File: src/rtl/counter_pkg.sv
// Shared constants for the up/down counter: state encoding and default widths.
package counter_pkg;

    localparam int STATE_W      = 3;
    localparam int DEF_WIDTH    = 8;
    localparam int DEF_STEP_W   = 4;

    // Operation applied at the last clock edge.
    typedef enum logic [STATE_W-1:0] {
        IDLE = 3'b000,
        LOAD = 3'b001,
        INC  = 3'b010,
        DEC  = 3'b011,
        SAT  = 3'b100
    } state_e;

endpackage

File: src/rtl/cnt_ns_logic_n.sv
// Next-state / next-count / next-overflow decode for the up/down counter.
// Purely combinational: depends only on the current inputs and count, so an
// out-of-range state register value is naturally flushed on the next edge.
module cnt_ns_logic_n
    import counter_pkg::*;
#(
    parameter int WIDTH  = DEF_WIDTH,
    parameter int STEP_W = DEF_STEP_W
) (
    input  logic               en,
    input  logic               load,
    input  logic               inc,
    input  logic               sat_mode,
    input  logic [STEP_W-1:0]  step,
    input  logic [WIDTH-1:0]   d_in,
    input  logic [WIDTH-1:0]   count,
    output logic [STATE_W-1:0] next_state,
    output logic [WIDTH-1:0]   next_count,
    output logic               next_ovf
);

    logic [WIDTH:0] step_ext;
    logic [WIDTH:0] sum;
    logic [WIDTH:0] diff;

    // Step widened by one bit so bit WIDTH of sum/diff is the carry/borrow.
    assign step_ext = {{(WIDTH + 1 - STEP_W){1'b0}}, step};
    assign sum      = {1'b0, count} + step_ext;
    assign diff     = {1'b0, count} - step_ext;

    // Priority: enable gate, then load, then count up/down with wrap or clamp.
    always_comb begin
        next_state = IDLE;
        next_count = count;
        next_ovf   = 1'b0;
        if (en) begin
            if (load) begin
                next_state = LOAD;
                next_count = d_in;
            end else if (inc) begin
                next_state = INC;
                next_count = sum[WIDTH-1:0];
                if (sum[WIDTH]) begin
                    next_ovf = 1'b1;
                    if (sat_mode) begin
                        next_state = SAT;
                        next_count = '1;
                    end
                end
            end else begin
                next_state = DEC;
                next_count = diff[WIDTH-1:0];
                if (diff[WIDTH]) begin
                    next_ovf = 1'b1;
                    if (sat_mode) begin
                        next_state = SAT;
                        next_count = '0;
                    end
                end
            end
        end
    end

endmodule

File: src/rtl/updown_counter_n.sv
// Loadable up/down counter with programmable step, wrap/saturate policy,
// registered operation state and overflow flag, and boundary decodes.
module updown_counter_n
    import counter_pkg::*;
#(
    parameter int WIDTH  = DEF_WIDTH,
    parameter int STEP_W = DEF_STEP_W
) (
    input  logic               clk,
    input  logic               reset_n,
    input  logic               en,
    input  logic               load,
    input  logic               inc,
    input  logic               sat_mode,
    input  logic [STEP_W-1:0]  step,
    input  logic [WIDTH-1:0]   d_in,
    output logic [WIDTH-1:0]   count,
    output logic [STATE_W-1:0] state,
    output logic               ovf,
    output logic               at_max,
    output logic               at_min
);

    logic [WIDTH-1:0]   count_d, count_q;
    logic [STATE_W-1:0] state_d, state_q;
    logic               ovf_d,   ovf_q;

    cnt_ns_logic_n #(
        .WIDTH  (WIDTH),
        .STEP_W (STEP_W)
    ) u_ns (
        .en         (en),
        .load       (load),
        .inc        (inc),
        .sat_mode   (sat_mode),
        .step       (step),
        .d_in       (d_in),
        .count      (count_q),
        .next_state (state_d),
        .next_count (count_d),
        .next_ovf   (ovf_d)
    );

    // Count, state and overflow update together; reset clears them at once.
    always_ff @(posedge clk or negedge reset_n) begin
        if (!reset_n) begin
            count_q <= '0;
            state_q <= IDLE;
            ovf_q   <= 1'b0;
        end else begin
            count_q <= count_d;
            state_q <= state_d;
            ovf_q   <= ovf_d;
        end
    end

    // Boundary flags follow the registered count in the same cycle.
    always_comb begin
        at_max = (count_q == {WIDTH{1'b1}});
        at_min = (count_q == '0);
    end

    assign count = count_q;
    assign state = state_q;
    assign ovf   = ovf_q;

endmodule

File: config.mk
export PLATFORM = sky130hd
export DESIGN_NAME = updown_counter_n
export DESIGN_NICKNAME = d
export VERILOG_FILES = /design/src/rtl/counter_pkg.sv /design/src/rtl/cnt_ns_logic_n.sv /design/src/rtl/updown_counter_n.sv
export SDC_FILE = /design/constraint.sdc
export NUM_CORES = 1
export LEC_CHECK = 0
export ABC_AREA = 1
export CELL_PAD_IN_SITES_DETAIL_PLACEMENT = 1
export CELL_PAD_IN_SITES_GLOBAL_PLACEMENT = 2
export CORE_MARGIN = 5
export CORE_UTILIZATION = 26
export CTS_CLUSTER_SIZE = 14
export DETAILED_ROUTE_END_ITERATION = 8
export PLACE_DENSITY = 0.76
export SYNTH_ARGS = -nofsm -noshare
export SYNTH_HDL_FRONTEND = slang
export SYNTH_SLANG_ARGS = --single-unit
File: constraint.sdc
create_clock -name clk -period 2.7 [get_ports clk]
set_clock_uncertainty 0.15 [all_clocks]
set_input_delay 0.27 -clock clk [delete_from_list [all_inputs] [get_ports clk]]
set_output_delay 0.27 -clock clk [all_outputs]
set_load 0.005 [all_outputs]
==> impl_metrics.tcl <==
set metrics [dict create \
    antenna_cells_inserted 0 \
    mappedNetlistArea_sq_um 1290 \
    synth_cell_type_count 29 \
    critical_path.max_stage_delay_ps 570 \
    cts.htree.levels 1 \
    synth_area_leaders "sky130_fd_sc_hd__dfrtp_1 (23%), sky130_fd_sc_hd__nand2_1 (19%), sky130_fd_sc_hd__nand3_1 (9.3%)" \
    power_density_nw_per_um2 497 \
    antenna_found_initial 0 \
    routabilityCongestion 0.757 \
    regToRegStartpoint "count[0]" \
    synth_edf_count 0 \
    synthesis.yosys.warnings 0 \
    cts_hold_buffers 0 \
    count_of_input_and_output_buffers 31 \
    via_count_of_the_first_global_routing_pass 1385 \
    setup_viol 0 \
    tightestPinTransition_ps 551 \
    highest_net_fanout_along_the_worst_path 8 \
    global_route.usage.met2_pct 23.3 \
    synth_commonest_cells "sky130_fd_sc_hd__nand2_1 (65), sky130_fd_sc_hd__nand3_1 (24), sky130_fd_sc_hd__inv_1 (22)" \
    grt_start_max_net_pins 13 \
    timing.max_cap.violations 0 \
    final_max_slew_viol_count 0 \
    core_area_sq_um 4750 \
    crit_path_top_delay_cell "sky130_fd_sc_hd__clkdlybuf4s50_1" \
    cts_tree "built" \
    final_number_of_hold_violating_endpoints 0 \
    synth_cells 196 \
    worst_setup_path_startpoint "count[5]" \
    register_area_share_after_synthesis_pct 23.3 \
    clock_sink_count 12 \
    placed_cells 294 \
    grt.overflow.total 0 \
    fin_hold_ws_ps 235 \
    static_leakage_power_nw 0.861 \
    avgViaCountPerCell 4.39 \
    grt_first_pass_wirelength_um 6820 \
    cts_buffer_depth 2 \
    tritoncts.num_buffers 3 \
    post_dp_cell_area_sq_um 1690 \
    most_used_flip_flop_cell_after_synthesis "sky130_fd_sc_hd__dfrtp_1" \
    syn_area_per_cell_sq_um 6.57 \
    synthesized_nets 225 \
    globalRouteMet3Util_pct 3.48 \
    run_status "finished, final reports clean" \
    ant_nets 0 \
    cts_root_buffer "sky130_fd_sc_hd__clkbuf_8" \
    post_drt_wl_per_cell_um 13.6 \
    timing.critical_path.cells "inv_2, nand2_2, nor2_4, inv_1, nor4_1, clkdlybuf4s50_1" \
    drt_iter0_markers 48 \
    die_height_um 80.4 \
    family_of_cells_with_the_greatest_summed_delay_on_the_critical_path "buffers and inverters" \
    synth_async_sr_flop_share_pct 100 \
    grt_busiest_layer "met2" \
    area.growth.synth_to_final_pct 35.3 \
    die_area_sq_um 6460 \
    die_w_um 80.4 \
    synthMostInstantiatedCell "sky130_fd_sc_hd__nand2_1" \
    drc_violations_left 0 \
    vdd.ir_drop.worst_mv 0.268 \
    post-synth-top-area-fraction_pct 23.3 \
    num-nets-final 261 \
    crit_path_start_kind "flip-flop" \
    cts_resized 0 \
    initial_cell_density_of_the_core_pct 27.1 \
    fin_crit_ps 2370 \
    data_required_time_at_the_worst_endpoint_ps 2280 \
    grt_setup_unrepaired "no" \
    critical_path_arrival_ps 1950 \
    drtPass1Iterations 4 \
    via_count 1307 \
    rows 25 \
    drive_gt1_share_pct 11.3 \
    finish.instance_area_sq_um 1740 \
    grt_util_met1_pct 18.0 \
    postRouteWirelength_um 4070 \
    timing.critical_path.buf_inv 3 \
    slew-limit-headroom_pct 63.2 \
    p_total_mw 0.865 \
    gr-usage-all-layers_pct 13.9 \
    post-cts-setup-buffers 0 \
    synthDominantAreaCellType "sky130_fd_sc_hd__dfrtp_1" \
    total_neg_setup_slack_ps 0 \
    clk-insertion-delay-late_ps 240 \
    crit_type "reg -> out" \
    max_freq_mhz 422 \
    num_ports 32 \
    yosys_register_bits 12 \
    crit_path_end_kind "output pin" \
    place_hpwl_um 3420 \
    type_of_the_most_critical_hold_path "in -> async" \
    post_layout_nonfiller_instances 298 \
    final.period_utilization_pct 87.8 \
    clkTransAtPathRegs_ps 60 \
]
==> flip-flops by register name (all words and copies together), names as in the netlist <==
register and flops:
ovf 1, state 3, count 8
==> logic make-up after synthesis <==
| kind of cell | synth area share (%) |
|---|---|
| and+or+nand+nor | 47.0 |
| xor gates and xnor gates | 2.04 |
| adders and majority gates | 11.9 |
| DFF | 23.3 |
| buffers and inverters | 10.0 |
| AOI/OAI and AO/OA | 5.73 |
==> worst paths after layout <==
path / depth (start not counted) / slack, ps / endpoint
max in group asynchronous: 1 / 1800 / count[0]
max: 6 / 330 / at_min
min in group clk: 2 / 490 / count[7]
min: 1 / 230 / count[6]
min reg2reg: 2 / 490 / count[7]
max reg2reg: 14 / 350 / count[1]
==> routing by layer <==
| metal | wire (um) | vias up |
|---|---|---|
| met4 | 7 | 0 |
| met2 | 1990 | 26 |
| met1 | 1940 | 586 |
| met3 | 132 | 2 |
| li1 | - | 693 |
| met5 | 0 | - |
==> final cells by class <==
type                       count  area [sq um]
fill                         626          3010
multi-input combinational    153           858
timing repair buffer          35           340
sequential                    12           300
inverter                      27           104
tap                           67          83.8
clock buffer                   4          55.1
==> metrics by stage <==
step	setup slack, ps	utilization, %
after floorplan	654	-
after global placement	97.9	35.5
after detailed placement	93.2	35.5
after CTS	305	36.6
after global routing	103	36.6
final	330	36.6
==> cells in the final DEF, fill, tap and decap left out, types with 2 or more instances in the layout <==
| cell type | Yosys | layout |
|---|---|---|
| sky130_fd_sc_hd__nand2_1 | 65 | 65 |
| sky130_fd_sc_hd__clkdlybuf4s50_1 | 0 | 31 |
| sky130_fd_sc_hd__nand3_1 | 24 | 24 |
| sky130_fd_sc_hd__inv_1 | 22 | 22 |
| sky130_fd_sc_hd__nor2_1 | 18 | 18 |
| sky130_fd_sc_hd__dfrtp_1 | 12 | 12 |
| sky130_fd_sc_hd__ha_1 | 9 | 9 |
| sky130_fd_sc_hd__a21oi_1 | 7 | 7 |
| sky130_fd_sc_hd__nor2_4 | 4 | 4 |
| sky130_fd_sc_hd__inv_2 | 4 | 4 |
| sky130_fd_sc_hd__nand2_2 | 4 | 4 |
| sky130_fd_sc_hd__nand4_1 | 4 | 4 |
| sky130_fd_sc_hd__clkbuf_8 | 0 | 4 |
| sky130_fd_sc_hd__buf_4 | 0 | 4 |
| sky130_fd_sc_hd__xor2_1 | 3 | 3 |
| sky130_fd_sc_hd__o21ai_1 | 2 | 2 |
| sky130_fd_sc_hd__nand3b_1 | 2 | 2 |
| sky130_fd_sc_hd__fa_1 | 2 | 2 |
==> power by group <==
part	switching (mW)	leakage (nW)	internal (mW)
registers	0.0348	0.150	0.202
clock network	0.0690	0.0288	0.129
logic	0.249	0.682	0.182
total	0.352	0.861	0.513
(Power assumes the default switching activity.)
